`config.mk`:
```
export PLATFORM = sky130hd
export DESIGN_NAME = cla_serial_subtractor_flat
export DESIGN_NICKNAME = d
export VERILOG_FILES = /design/src/rtl/cla_serial_subtractor_if.sv /design/src/rtl/cla_serial_subtractor.sv /design/src/flat_wrapper.sv
export SDC_FILE = /design/constraint.sdc
export NUM_CORES = 1
export LEC_CHECK = 0
export CAP_MARGIN = 20
export CORE_ASPECT_RATIO = 1.75
export CORE_UTILIZATION = 40
export CTS_BUF_LIST = sky130_fd_sc_hd__clkbuf_2 sky130_fd_sc_hd__clkbuf_4 sky130_fd_sc_hd__clkbuf_8
export CTS_CLUSTER_SIZE = 10
export DETAILED_ROUTE_END_ITERATION = 7
export HOLD_SLACK_MARGIN = 0.1
export PLACE_DENSITY = 0.78
export SETUP_SLACK_MARGIN = 0.15
export SLEW_MARGIN = 20
export SYNTH_ARGS = -nofsm -noshare
export SYNTH_HDL_FRONTEND = slang
export SYNTH_SLANG_ARGS = --single-unit
```
`constraint.sdc`:
```
create_clock -name clk -period 2.3 [get_ports clk]
set_input_delay 0.46 -clock clk [delete_from_list [all_inputs] [get_ports clk]]
set_output_delay 0.46 -clock clk [all_outputs]
set_load 0.05 [all_outputs]
```
`src/rtl/cla_serial_subtractor_if.sv`:
```
// Handshake and operand/result bundle for the nibble-serial subtractor.
// The master issues start with its operands, and the slave returns busy, done and the result.
interface cla_serial_subtractor_if #(
  parameter int WIDTH = 16
);
  logic             start;
  logic [WIDTH-1:0] a;
  logic [WIDTH-1:0] b;
  logic             bin;
  logic             busy;
  logic             done;
  logic [WIDTH-1:0] diff;
  logic             bout;
  logic             ovf;

  modport master (
    output start, a, b, bin,
    input  busy, done, diff, bout, ovf
  );

  modport slave (
    input  start, a, b, bin,
    output busy, done, diff, bout, ovf
  );
endinterface

```
`src/rtl/cla_serial_subtractor.sv`:
```
// Multi-cycle subtractor: diff = a - b - bin, one nibble per clock through a
// single 4-bit carry-look-ahead slice, LSB nibble first. The borrow lives in a
// register between nibbles. The outputs change only when the last nibble completes.
module cla_serial_subtractor #(
  parameter int WIDTH   = 16,
  parameter int NIBBLES = WIDTH / 4
) (
  input logic                   clk,
  input logic                   rst,
  cla_serial_subtractor_if.slave bus
);

  localparam int CNT_W = (NIBBLES > 1) ? $clog2(NIBBLES) : 1;
  localparam logic [CNT_W-1:0] LAST_NIB = CNT_W'(NIBBLES - 1);

  typedef enum logic [1:0] {
    IDLE = 2'd0,
    RUN  = 2'd1,
    DONE = 2'd2
  } state_t;

  state_t           state_reg;
  logic [CNT_W-1:0] cnt_reg;
  logic             borrow_reg;
  // The operands shift right by a nibble each RUN cycle, so the active nibble is always [3:0].
  logic [WIDTH-1:0] a_reg;
  logic [WIDTH-1:0] b_reg;
  // The sign bits are kept apart because the shifting operands lose them before the overflow check.
  logic             a_msb_reg;
  logic             b_msb_reg;
  // The partial result fills from the top. After the last nibble it holds the full difference.
  logic [WIDTH-1:0] res_reg;
  logic [WIDTH-1:0] diff_reg;
  logic             bout_reg;
  logic             ovf_reg;
  logic             busy_reg;
  logic             done_reg;

  // CLA slice signals. Subtraction is done as a + ~b + ~borrow.
  logic [3:0]       nib_a;
  logic [3:0]       nib_nb;
  logic [3:0]       gen;
  logic [3:0]       prop;
  logic [4:0]       carry;
  logic [3:0]       nib_sum;
  logic [WIDTH+3:0] res_cat;
  logic [WIDTH-1:0] res_next;

  assign nib_a  = a_reg[3:0];
  assign nib_nb = ~b_reg[3:0];
  assign gen    = nib_a & nib_nb;
  assign prop   = nib_a ^ nib_nb;

  // Every carry is formed directly from generate/propagate and the carry-in, with no ripple between carries.
  always_comb begin
    carry[0] = ~borrow_reg;
    carry[1] = gen[0] | (prop[0] & carry[0]);
    carry[2] = gen[1] | (prop[1] & gen[0]) | (prop[1] & prop[0] & carry[0]);
    carry[3] = gen[2] | (prop[2] & gen[1]) | (prop[2] & prop[1] & gen[0])
             | (prop[2] & prop[1] & prop[0] & carry[0]);
    carry[4] = gen[3] | (prop[3] & gen[2]) | (prop[3] & prop[2] & gen[1])
             | (prop[3] & prop[2] & prop[1] & gen[0])
             | (prop[3] & prop[2] & prop[1] & prop[0] & carry[0]);
  end

  genvar gi;
  generate
    for (gi = 0; gi < 4; gi++) begin : g_sum
      assign nib_sum[gi] = prop[gi] ^ carry[gi];
    end
  endgenerate

  // Insert the new nibble at the top and shift the partial result down.
  // After NIBBLES cycles, nibble 0 sits in bits [3:0].
  assign res_cat  = {nib_sum, res_reg};
  assign res_next = res_cat[WIDTH+3:4];

  // Control FSM, datapath and registered outputs together.
  // An asynchronous reset aborts any operation in flight.
  always_ff @(posedge clk or posedge rst) begin
    if (rst) begin
      state_reg  <= IDLE;
      cnt_reg    <= '0;
      borrow_reg <= 1'b0;
      a_reg      <= '0;
      b_reg      <= '0;
      a_msb_reg  <= 1'b0;
      b_msb_reg  <= 1'b0;
      res_reg    <= '0;
      diff_reg   <= '0;
      bout_reg   <= 1'b0;
      ovf_reg    <= 1'b0;
      busy_reg   <= 1'b0;
      done_reg   <= 1'b0;
    end else begin
      done_reg <= 1'b0;
      case (state_reg)
        IDLE: begin
          if (bus.start) begin
            a_reg      <= bus.a;
            b_reg      <= bus.b;
            a_msb_reg  <= bus.a[WIDTH-1];
            b_msb_reg  <= bus.b[WIDTH-1];
            borrow_reg <= bus.bin;
            cnt_reg    <= '0;
            busy_reg   <= 1'b1;
            state_reg  <= RUN;
          end
        end
        RUN: begin
          a_reg      <= a_reg >> 4;
          b_reg      <= b_reg >> 4;
          res_reg    <= res_next;
          borrow_reg <= ~carry[4];
          cnt_reg    <= cnt_reg + CNT_W'(1);
          if (cnt_reg == LAST_NIB) begin
            diff_reg  <= res_next;
            bout_reg  <= ~carry[4];
            ovf_reg   <= (a_msb_reg != b_msb_reg) && (res_next[WIDTH-1] != a_msb_reg);
            busy_reg  <= 1'b0;
            done_reg  <= 1'b1;
            state_reg <= DONE;
          end
        end
        DONE: begin
          state_reg <= IDLE;
        end
        default: begin
          state_reg <= IDLE;
        end
      endcase
    end
  end

  assign bus.busy = busy_reg;
  assign bus.done = done_reg;
  assign bus.diff = diff_reg;
  assign bus.bout = bout_reg;
  assign bus.ovf  = ovf_reg;

endmodule
```
`src/flat_wrapper.sv`:
```
// flat-port wrapper written by rule: the top's interface ports become plain ports
module cla_serial_subtractor_flat 
#(
  parameter int WIDTH   = 16,
  parameter int NIBBLES = WIDTH / 4
)
  (clk, rst, bus_start, bus_a, bus_b, bus_bin, bus_busy, bus_done, bus_diff, bus_bout, bus_ovf);
  cla_serial_subtractor_if #(.WIDTH(WIDTH)) bus_i ();
  input logic clk;
  input logic rst;
  input wire logic [$bits(bus_i.start)-1:0] bus_start;
  input wire logic [$bits(bus_i.a)-1:0] bus_a;
  input wire logic [$bits(bus_i.b)-1:0] bus_b;
  input wire logic [$bits(bus_i.bin)-1:0] bus_bin;
  output wire logic [$bits(bus_i.busy)-1:0] bus_busy;
  output wire logic [$bits(bus_i.done)-1:0] bus_done;
  output wire logic [$bits(bus_i.diff)-1:0] bus_diff;
  output wire logic [$bits(bus_i.bout)-1:0] bus_bout;
  output wire logic [$bits(bus_i.ovf)-1:0] bus_ovf;
  assign bus_i.start = bus_start;
  assign bus_i.a = bus_a;
  assign bus_i.b = bus_b;
  assign bus_i.bin = bus_bin;
  assign bus_busy = bus_i.busy;
  assign bus_done = bus_i.done;
  assign bus_diff = bus_i.diff;
  assign bus_bout = bus_i.bout;
  assign bus_ovf = bus_i.ovf;
  cla_serial_subtractor #(.WIDTH(WIDTH), .NIBBLES(NIBBLES)) u_core (.clk(clk), .rst(rst), .bus(bus_i));
endmodule
```
==> results.txt, run 1 <==
Status: finished, final reports clean
Cells after synthesis: 313
CP cell instances: inv_1 > ha_1 > nor2b_2 > o2111ai_2 > o211ai_1 > or3b_1 > a31oi_1
CP arrival: 2.31 ns
CTS tree: built
CP startpoint kind: flop
Synth Register Bits: 71
Avg WL per Cell: 16.2 um
Drt pass-1 iters: 4
First-pass GRT wire length: 12.1 mm
DIE WIDTH: 69.7 um
Metal2 WL: 3.85 mm
Synth cell types: 30
Gp weighted congestion: 0.780
Cell taking the most area after synthesis: dfrtp_1
Vias: 2541
Final Slew Violations: 0
Final ANT Viol Nets: 0
Area grow syn2layout: 28.4%
Final std cells w/o fill: 460
Mapped Area: 3210 um2
All-Layer GR Usage: 19.0%
Setup TNS: 0 ns
Clk slew on worst S/H paths: 0.08 ns
DR WL met3: 310 um
Worst-skew pair later-pin latency: 0.35 ns
Cell Pwr Density: 1480 nW/um2
Die Height: 121 um
Sequential share of the synthesized area: 55.3%
Share of the synthesized area in the top cell type: 55.3%
Initial DRC count: 172
I/O pin cnt: 56
Maximum root-to-sink buffer count: 2
Final Cycle Share: 88.6%
Hold Crit Class: flop to flop
Max stage delay on crit path: 0.42 ns
Crit path required time: 2.57 ns
Max Clk Rate: 0.491 GHz
Worst Setup End Kind: flop
PnR worst setup slack: 0.263 ns
Worst slew margin: 61.3%
Total clock sinks: 71
CP Max Fanout: 4
Max Used Layer: met4
Slowest stage cell, crit path: or3b_1
DP Cell Count: 442
Diode count: 0
H-tree depth: 3
Initial Utilization: 41.8%
FP Rows: 42
Initial antenna violation count: 0
Vias in the first global route: 2465
P_leak: 1.80 nW
Final Routed Wirelength: 7.47 mm
Met1 layer wirelength in the final routing: 3.02 mm
Clock skew: 0.00760 ns
TritonCTS buffer count: 9
Via/cell ratio: 5.52
Port Buffers: 55
Mean post-synth cell area: 10.3 um2
Dpl ws: 0.289 ns
Synth top area cells: dfrtp_1, o21ai_0, mux2_2
Core ar.: 7670 um2
Die area: 8400 um2
Number of enable flip-flop cells after synthesis: 0
Kind of critical path: flop to flop
DRC Markers: 0
Most common flop cell mapped by yosys: dfrtp_1
Synth warnings: 0
Post-DP HPWL: 4.86 mm
Total congestion overflow: 0
Max-Cap Viols: 0
Nets: 409
Syn nets: 355
Hold Vio Cnt, Final: 0
Peak supply drop: 583 uV
Setup violators final: 0
Fin util: 53.7%
Share of synthesized flip-flops with an asynchronous set or reset: 100%
RSZ-0062 raised after global routing: no
Fraction of layout cells with a size suffix above 1: 12.9%
Root Driver: clkbuf_8
Slew @ Worst Pin: 0.579 ns
Maximum number of pins on one net before global-route repair: 38
Final worst path period need: 2.04 ns
## routing by layer
layer	global-route usage, %	vias to the layer above
li1	-	1200
met1	22.6	1245
met2	30.3	79
met3	5.25	17
met4	11.5	0
met5	0	-
## final timing paths
path                                          startpoint                               to  slack [ns]  depth (start not counted)
max in group asynchronous                            rst  u_core.state_reg[1]$_DFFE_PP0P_        1.27                          3
min in group asynchronous                            rst      u_core.b_reg[1]$_DFFE_PP0P_        0.51                          2
hold / removal             u_core.res_reg[6]$_DFFE_PP0P_    u_core.res_reg[6]$_DFFE_PP0P_        0.49                          2
setup reg to reg             u_core.b_reg[0]$_DFFE_PP0P_       u_core.bus.ovf$_DFFE_PP0P_        0.26                          7
setup / recovery             u_core.b_reg[0]$_DFFE_PP0P_       u_core.bus.ovf$_DFFE_PP0P_        0.26                          7
hold reg to reg            u_core.res_reg[6]$_DFFE_PP0P_    u_core.res_reg[6]$_DFFE_PP0P_        0.49                          2
## layout by cell type, fill, tap and decap left out, drive strengths merged, types with 2 or more instances in the layout
cell type,n
nand2,44
buf,10
inv,9
a2bb2oi,5
ha,5
a22oi,22
mux2,15
bufinv,2
clkinvlp,2
nor2b,27
a22o,4
clkbuf,10
dfrtp,71
and3b,2
nor2,4
o21ai,41
nand3b,2
clkdlybuf4s50,55
a21oi,28
clkinv,2
## per-stage QoR
step	instance area, um2	total power, mW	hold WS [ns]
floorplan	3210	4.07	0.440
global placement	3870	4.79	0.458
detailed placement	3870	4.90	0.472
CTS	4100	6.04	0.492
global route	4120	6.48	0.510
finish	4120	6.09	0.489
## layout make-up
cell class	count	area, um2
repair buffers	65	651
multi-input cells	211	1320
clock inverters	6	93.8
well taps	88	110
fillers	687	3550
flip-flops and latches	71	1780
inverters	9	37.5
clock buffers	10	131
## synthesized netlist by cell type, types with 2 or more instances
master and n:
a21oi_1 28, a22o_1 4, a22oi_1 22, a2bb2oi_1 5, and3b_1 2, buf_2 5
clkbuf_1 15, dfrtp_1 71, ha_1 5, inv_1 9, mux2_2 15, nand2_1 44
nand3b_1 2, nor2_1 4, nor2b_1 27, o21ai_0 41
## power breakdown
group | leakage (nW) | total (mW) | internal [mW] | switching (mW)
logic | 0.791 | 2.81 | 1.12 | 1.69
clock network | 0.110 | 1.12 | 0.630 | 0.488
registers | 0.901 | 2.16 | 1.79 | 0.363
total | 1.80 | 6.09 | 3.54 | 2.55
## critical path: cells and delay by family, from the launching register on
family	cells	cell delay (ns)
AOI/OAI and AO/OA	3	0.61
DFF	1	0.38
adders and majority gates	1	0.28
and+or+nand+nor	2	0.60
buffers and inverters	1	0.08
## logic make-up after synthesis
logic type,after synthesis,synth area share (%)
AO/OA/AOI/OAI,107,20.1
XOR/XNOR,1,0.273
adder cells (fa/ha/maj),6,2.57
buffers and inverters,31,3.94
flip-flops,71,55.3
multiplexers,15,5.26
AND/OR/NAND/NOR,82,12.5
## what timing repair did
action,4_1_cts,5_1_grt
endpoints found under the hold margin,0,0
gates resized for setup,0,2
hold buffers,0,0
endpoints found under the setup margin,0,1
setup buffers,0,2
(Power assumes the default switching activity.)
==> run 2: changes to the inputs <==
--- a/config.mk
+++ b/config.mk
@@ -7,14 +7,14 @@
 export LEC_CHECK = 0
 export CAP_MARGIN = 20
 export CORE_ASPECT_RATIO = 1.75
+export CORE_MARGIN = 5
 export CORE_UTILIZATION = 40
 export CTS_BUF_LIST = sky130_fd_sc_hd__clkbuf_2 sky130_fd_sc_hd__clkbuf_4 sky130_fd_sc_hd__clkbuf_8
 export CTS_CLUSTER_SIZE = 10
 export DETAILED_ROUTE_END_ITERATION = 7
 export HOLD_SLACK_MARGIN = 0.1
-export PLACE_DENSITY = 0.78
+export PLACE_DENSITY = 0.75
 export SETUP_SLACK_MARGIN = 0.15
-export SLEW_MARGIN = 20
 export SYNTH_ARGS = -nofsm -noshare
 export SYNTH_HDL_FRONTEND = slang
 export SYNTH_SLANG_ARGS = --single-unit
==> constraint.sdc (replaced) <==
create_clock -name clk -period 2.32 [get_ports clk]
set_input_delay 0.464 -clock clk [delete_from_list [all_inputs] [get_ports clk]]
set_output_delay 0.464 -clock clk [all_outputs]
set_load 0.05 [all_outputs]
==> run 2 against run 1 <==
Net effect: setup slack improved by 0.034 ns; clock-buffer cell count grew 4; sequential power is essentially flat; largest cell class unchanged.
==> results.txt, run 2 (synthesized netlist as in run 1, its figures left out) <==
Status: finished, final reports clean
DRC Markers: 0
R2R Path Start: u_core.b_reg[0]$_DFFE_PP0P_
P_leak: 1.77 nW
Post-DP HPWL: 5.15 mm
M3 GR Usage: 3.08%
CP startpoint kind: flop
Initial DRC count: 137
Vias: 2482
Total clock sinks: 71
Die Height: 129 um
Max-Cap Viols: 0
Crit path max-delay family: buffers and inverters
GRT met1 Usage: 20.1%
Worst-skew pair later-pin latency: 0.34 ns
CTS Hold Bufs: 0
Hold Crit Endpoint: u_core.res_reg[7]$_DFFE_PP0P_
Setup TNS: 0 ns
Port Buffers: 55
Fraction of layout cells with a size suffix above 1: 11.7%
Clock skew: 0.00978 ns
First-pass GRT wire length: 13.0 mm
CTS tree: built
Met2 Track Usage GR: 27.9%
Hold Vio Cnt, Final: 0
CP Buf/Inv Count: 1
Clk slew on worst S/H paths: 0.07 ns
R2r worst-path depth: 7
Avg WL per Cell: 16.6 um
RR Endpoint: u_core.bus.ovf$_DFFE_PP0P_
Peak supply drop: 483 uV
Kind of critical path: flop to output port
Slowest stage cell, crit path: clkdlybuf4s50_1
Gp weighted congestion: 0.790
All-Layer GR Usage: 16.6%
DIE WIDTH: 77.7 um
Drt pass-1 iters: 5
TritonCTS buffer count: 9
Diode count: 0
Nets: 406
Root Driver: clkbuf_8
Crit path required time: 1.86 ns
CP cell instances: clkdlybuf4s50_1
Final worst path period need: 2.02 ns
Hold Path Cell Cnt: 2
Maximum number of pins on one net before global-route repair: 72
Final ANT Viol Nets: 0
Cell Pwr Density: 1430 nW/um2
Total congestion overflow: 0
Commonest non-fill, non-tap cells in the layout: dfrtp_1, clkdlybuf4s50_1, nand2_1, o21ai_0, a21oi_1
Worst R2R Setup Slack: 0.34 ns
Area grow syn2layout: 26.3%
Max stage delay on crit path: 0.82 ns
Setup violators final: 0
Peak-usage layer in the global routing report: met2
Total power: 5.78 mW
Post-CTS setup buffer count: 0
Final Cycle Share: 87.2%
Hold Crit Class: flop to flop
Worst slew margin: 59.0%
Slew @ Worst Pin: 0.614 ns
CP arrival: 1.56 ns
Final Slew Violations: 0
CP Max Fanout: 2
Initial Utilization: 40.6%
RSZ-0062 raised after global routing: no
Initial antenna violation count: 0
Startpoint of the worst hold path: u_core.res_reg[7]$_DFFE_PP0P_
Final Routed Wirelength: 7.60 mm
H-tree depth: 3
Worst Setup End Kind: output port
Most common cell after layout, fill and taps aside: dfrtp_1
Die area: 9990 um2
Maximum root-to-sink buffer count: 2
Max Clk Rate: 0.494 GHz
Via/cell ratio: 5.41
I/O pin cnt: 56
CTS resizes: 0
Vias in the first global route: 2550
Core ar.: 7910 um2
FP Rows: 43
## run 2: report_power, final
| part | switching [mW] | internal, mW | total (mW) |
|---|---|---|---|
| registers | 0.382 | 1.78 | 2.16 |
| logic | 1.62 | 1.06 | 2.67 |
| clock network | 0.435 | 0.516 | 0.951 |
| total | 2.43 | 3.35 | 5.78 |
## run 2: area by class of cell
class	instances	area, um2
multi-input combinational	211	1310
clock inverter	2	12.5
inverter	9	37.5
clock buffer	14	186
sequential	71	1780
timing repair buffer	62	616
fill	733	3850
tap	90	113
## run 2: how the worst max path moves through the flow
stage,depth (start not counted),to,start,slack (ns)
floorplan,7,u_core.bus.ovf$_DFFE_PP0P_,u_core.b_reg[0]$_DFFE_PP0P_,0.52
global placement,7,u_core.bus.ovf$_DFFE_PP0P_,u_core.b_reg[0]$_DFFE_PP0P_,0.39
detailed placement,7,u_core.bus.ovf$_DFFE_PP0P_,u_core.b_reg[0]$_DFFE_PP0P_,0.33
CTS,1,bus_diff[15],u_core.bus.diff[15]$_DFFE_PP0P_,0.26
global route,7,u_core.bus.ovf$_DFFE_PP0P_,u_core.b_reg[0]$_DFFE_PP0P_,0.16
finish,1,bus_diff[15],u_core.bus.diff[15]$_DFFE_PP0P_,0.30
## run 2: worst reg2reg max path: cells and delay by family (launching register included)
family                   cells  cell delay (ns)
AO/OA/AOI/OAI                3             0.60
adder cells (fa/ha/maj)      1             0.28
buffers and inverters        1             0.07
flip-flops                   1             0.40
AND/OR/NAND/NOR              2             0.57
## run 2: through the flow
stage               hold slack [ns]  setup slack [ns]  utilization [%]  instance area (um2)  instances
global placement              0.456             0.389             48.7                 3850        443
floorplan                     0.440             0.521                -                 3210        313
finish                        0.473             0.297             51.3                 4050        459
CTS                           0.478             0.256             51.3                 4050        459
global route                  0.509             0.158             51.3                 4050        459
detailed placement            0.460             0.334             48.7                 3850        443
## run 2: per-layer routing
layer	up-vias	wire, um
met2	52	4100
met4	0	120
li1	1195	-
met3	8	277
met1	1227	3100
met5	-	0
==> run 3: changes to the inputs <==
--- a/config.mk
+++ b/config.mk
@@ -13,7 +13,7 @@
 export CTS_CLUSTER_SIZE = 10
 export DETAILED_ROUTE_END_ITERATION = 7
 export HOLD_SLACK_MARGIN = 0.1
-export PLACE_DENSITY = 0.75
+export PLACE_DENSITY = 0.72
 export SETUP_SLACK_MARGIN = 0.15
 export SYNTH_ARGS = -nofsm -noshare
 export SYNTH_HDL_FRONTEND = slang
==> run 3 against run 2 <==
Net effect: cell area increased by 2.0%; critical path depth increased by 6; core utilization increased by 1.0 points; non-clock buffer count increased by 1; total power increased by 6.7%; sequential power about the same; clock skew about the same; flip-flop and latch count unchanged; largest cell class unchanged; critical path type is now flop to flop; clock power increased by 39%.
==> results.txt, run 3 (synthesized netlist as in run 1, its figures left out) <==
Status: finished, final reports clean
Comb pwr share: 44.0%
Final worst path period need: 2.11 ns
Setup violators final: 0
Die area: 9990 um2
Nets: 407
Clock power frac: 21.4%
Maximum root-to-sink buffer count: 2
Drt pass-1 iters: 4
Initial Utilization: 40.6%
DIE WIDTH: 77.7 um
Hold Crit Class: flop to flop
Crit path required time: 2.58 ns
Final Routed Wirelength: 7.34 mm
# fillers: 710
Max stage delay on crit path: 0.42 ns
Vias: 2510
Hold Path Cell Cnt: 2
Final Cycle Share: 91.0%
Max-Cap Viols: 0
Sw Ratio: 39.8%
DP Cell Count: 444
Net Switching: 2.46 mW
P_leak: 1.81 nW
Total clock sinks: 71
Avg WL per Cell: 15.9 um
Post-DP HPWL: 4.98 mm
All-Layer GR Usage: 15.6%
Post-CTS setup buffer count: 0
Crit path max-delay family: compound AO/OA/AOI/OAI gates
Register area: 1780 um2
RSZ-0062 raised after global routing: no
Diode count: 0
Final ANT Viol Nets: 0
CP Buf/Inv Count: 1
I/O pin cnt: 56
P_int: 3.71 mW
R2r worst-path depth: 7
Root Driver: clkbuf_8
Kind of critical path: flop to flop
Total congestion overflow: 0
Commonest non-fill, non-tap cells in the layout: dfrtp_1, clkdlybuf4s50_1, nand2_1, o21ai_0, a21oi_1
Vias in the first global route: 2508
Port Buffers: 55
Via/cell ratio: 5.46
FP Rows: 43
Max Clk Rate: 0.474 GHz
Clk slew on worst S/H paths: 0.08 ns
CTS resizes: 0
CP Max Fanout: 4
Worst Setup End Kind: flop
CTS tree: built
Gp weighted congestion: 0.894
Area of the multi-input gates: 1310 um2
Slew @ Worst Pin: 0.650 ns
Setup TNS: 0 ns
Fraction of layout cells with a size suffix above 1: 11.9%
Most common cell after layout, fill and taps aside: dfrtp_1
CP startpoint kind: flop
WP depth: 7
Hold Vio Cnt, Final: 0
Slowest stage cell, crit path: or3b_1
Final Slew Violations: 0
Power share of the sequential group: 34.5%
Initial antenna violation count: 0
Worst-skew pair later-pin latency: 0.35 ns
DRC Markers: 0
Worst slew margin: 56.7%
Area grow syn2layout: 28.8%
CP arrival: 2.37 ns
Core ar.: 7910 um2
H-tree depth: 3
TritonCTS buffer count: 9
Initial DRC count: 183
Cell Pwr Density: 1490 nW/um2
Final std cells w/o fill: 460
Clock skew: 0.00998 ns
Peak supply drop: 619 uV
CTS Hold Bufs: 0
Maximum number of pins on one net before global-route repair: 72
Die Height: 129 um
CP cell instances: inv_1 > ha_1 > nor2b_1 > o2111ai_1 > o211ai_1 > or3b_1 > a31oi_1
First-pass GRT wire length: 12.2 mm
==> run 3: cell types whose count changed in the layout (fill, tap and decap cells not counted) <==
cell and delta:
clkbuf_8 -3, buf_4 +1, clkinvlp_4 -1, bufinv_16 +4
clkinv_2 -1, clkinv_4 +1
==> run 3: through the flow <==
step	utilization (%)	power [mW]	hold slack, ns	setup slack, ns	area, um2
finish	52.3	6.17	0.474	0.210	4140
detailed placement	48.8	4.90	0.460	0.229	3860
global placement	48.8	4.79	0.457	0.378	3860
global route	52.3	6.59	0.520	0.165	4140
CTS	52.3	6.23	0.479	0.214	4140
floorplan	-	4.03	0.440	0.521	3210
==> run 3: cell type report <==
type	count	area share, %
clock inverter	5	3.12
tap	90	2.72
multi-input combinational	211	31.7
sequential	71	43.0
clock buffer	11	3.51
inverter	9	0.907
timing repair buffer	63	15.1
==> run 3: final timing paths <==
| kind | start | endpoint | slack [ns] |
|---|---|---|---|
| hold reg to reg | u_core.res_reg[5]$_DFFE_PP0P_ | u_core.res_reg[5]$_DFFE_PP0P_ | 0.47 |
| setup / recovery | u_core.b_reg[0]$_DFFE_PP0P_ | u_core.bus.ovf$_DFFE_PP0P_ | 0.21 |
| max in group asynchronous | rst | u_core.bus.diff[14]$_DFFE_PP0P_ | 1.45 |
| hold / removal | u_core.res_reg[5]$_DFFE_PP0P_ | u_core.res_reg[5]$_DFFE_PP0P_ | 0.47 |
| min in group asynchronous | rst | u_core.b_reg[1]$_DFFE_PP0P_ | 0.56 |
| setup reg to reg | u_core.b_reg[0]$_DFFE_PP0P_ | u_core.bus.ovf$_DFFE_PP0P_ | 0.21 |
==> run 3: power by group through the flow <==
stage | sequential [mW] | clock, mW | combinational, mW
final | 2.13 | 1.32 | 2.72
after global routing | 2.21 | 1.39 | 2.98
after CTS | 2.13 | 1.35 | 2.74
after detailed placement | 2.16 | 0 | 2.74
after global placement | 2.14 | 0 | 2.65
after floorplan | 2.61 | 0 | 1.42
==> run 3: per-layer routing <==
layer	global-route usage, %	vias to the layer above	share of wire [%]
met4	9.41	0	3.3
met5	0	-	0
li1	-	1202	-
met3	3.15	13	4.0
met2	25.2	69	50
met1	19.0	1226	42
==> run 3: tightest hold or removal path, delay by kind of cell (launching register included) <==
kind | cells | cell delay, ns
flip-flops | 1 | 0.34
AND/OR/NAND/NOR | 2 | 0.11
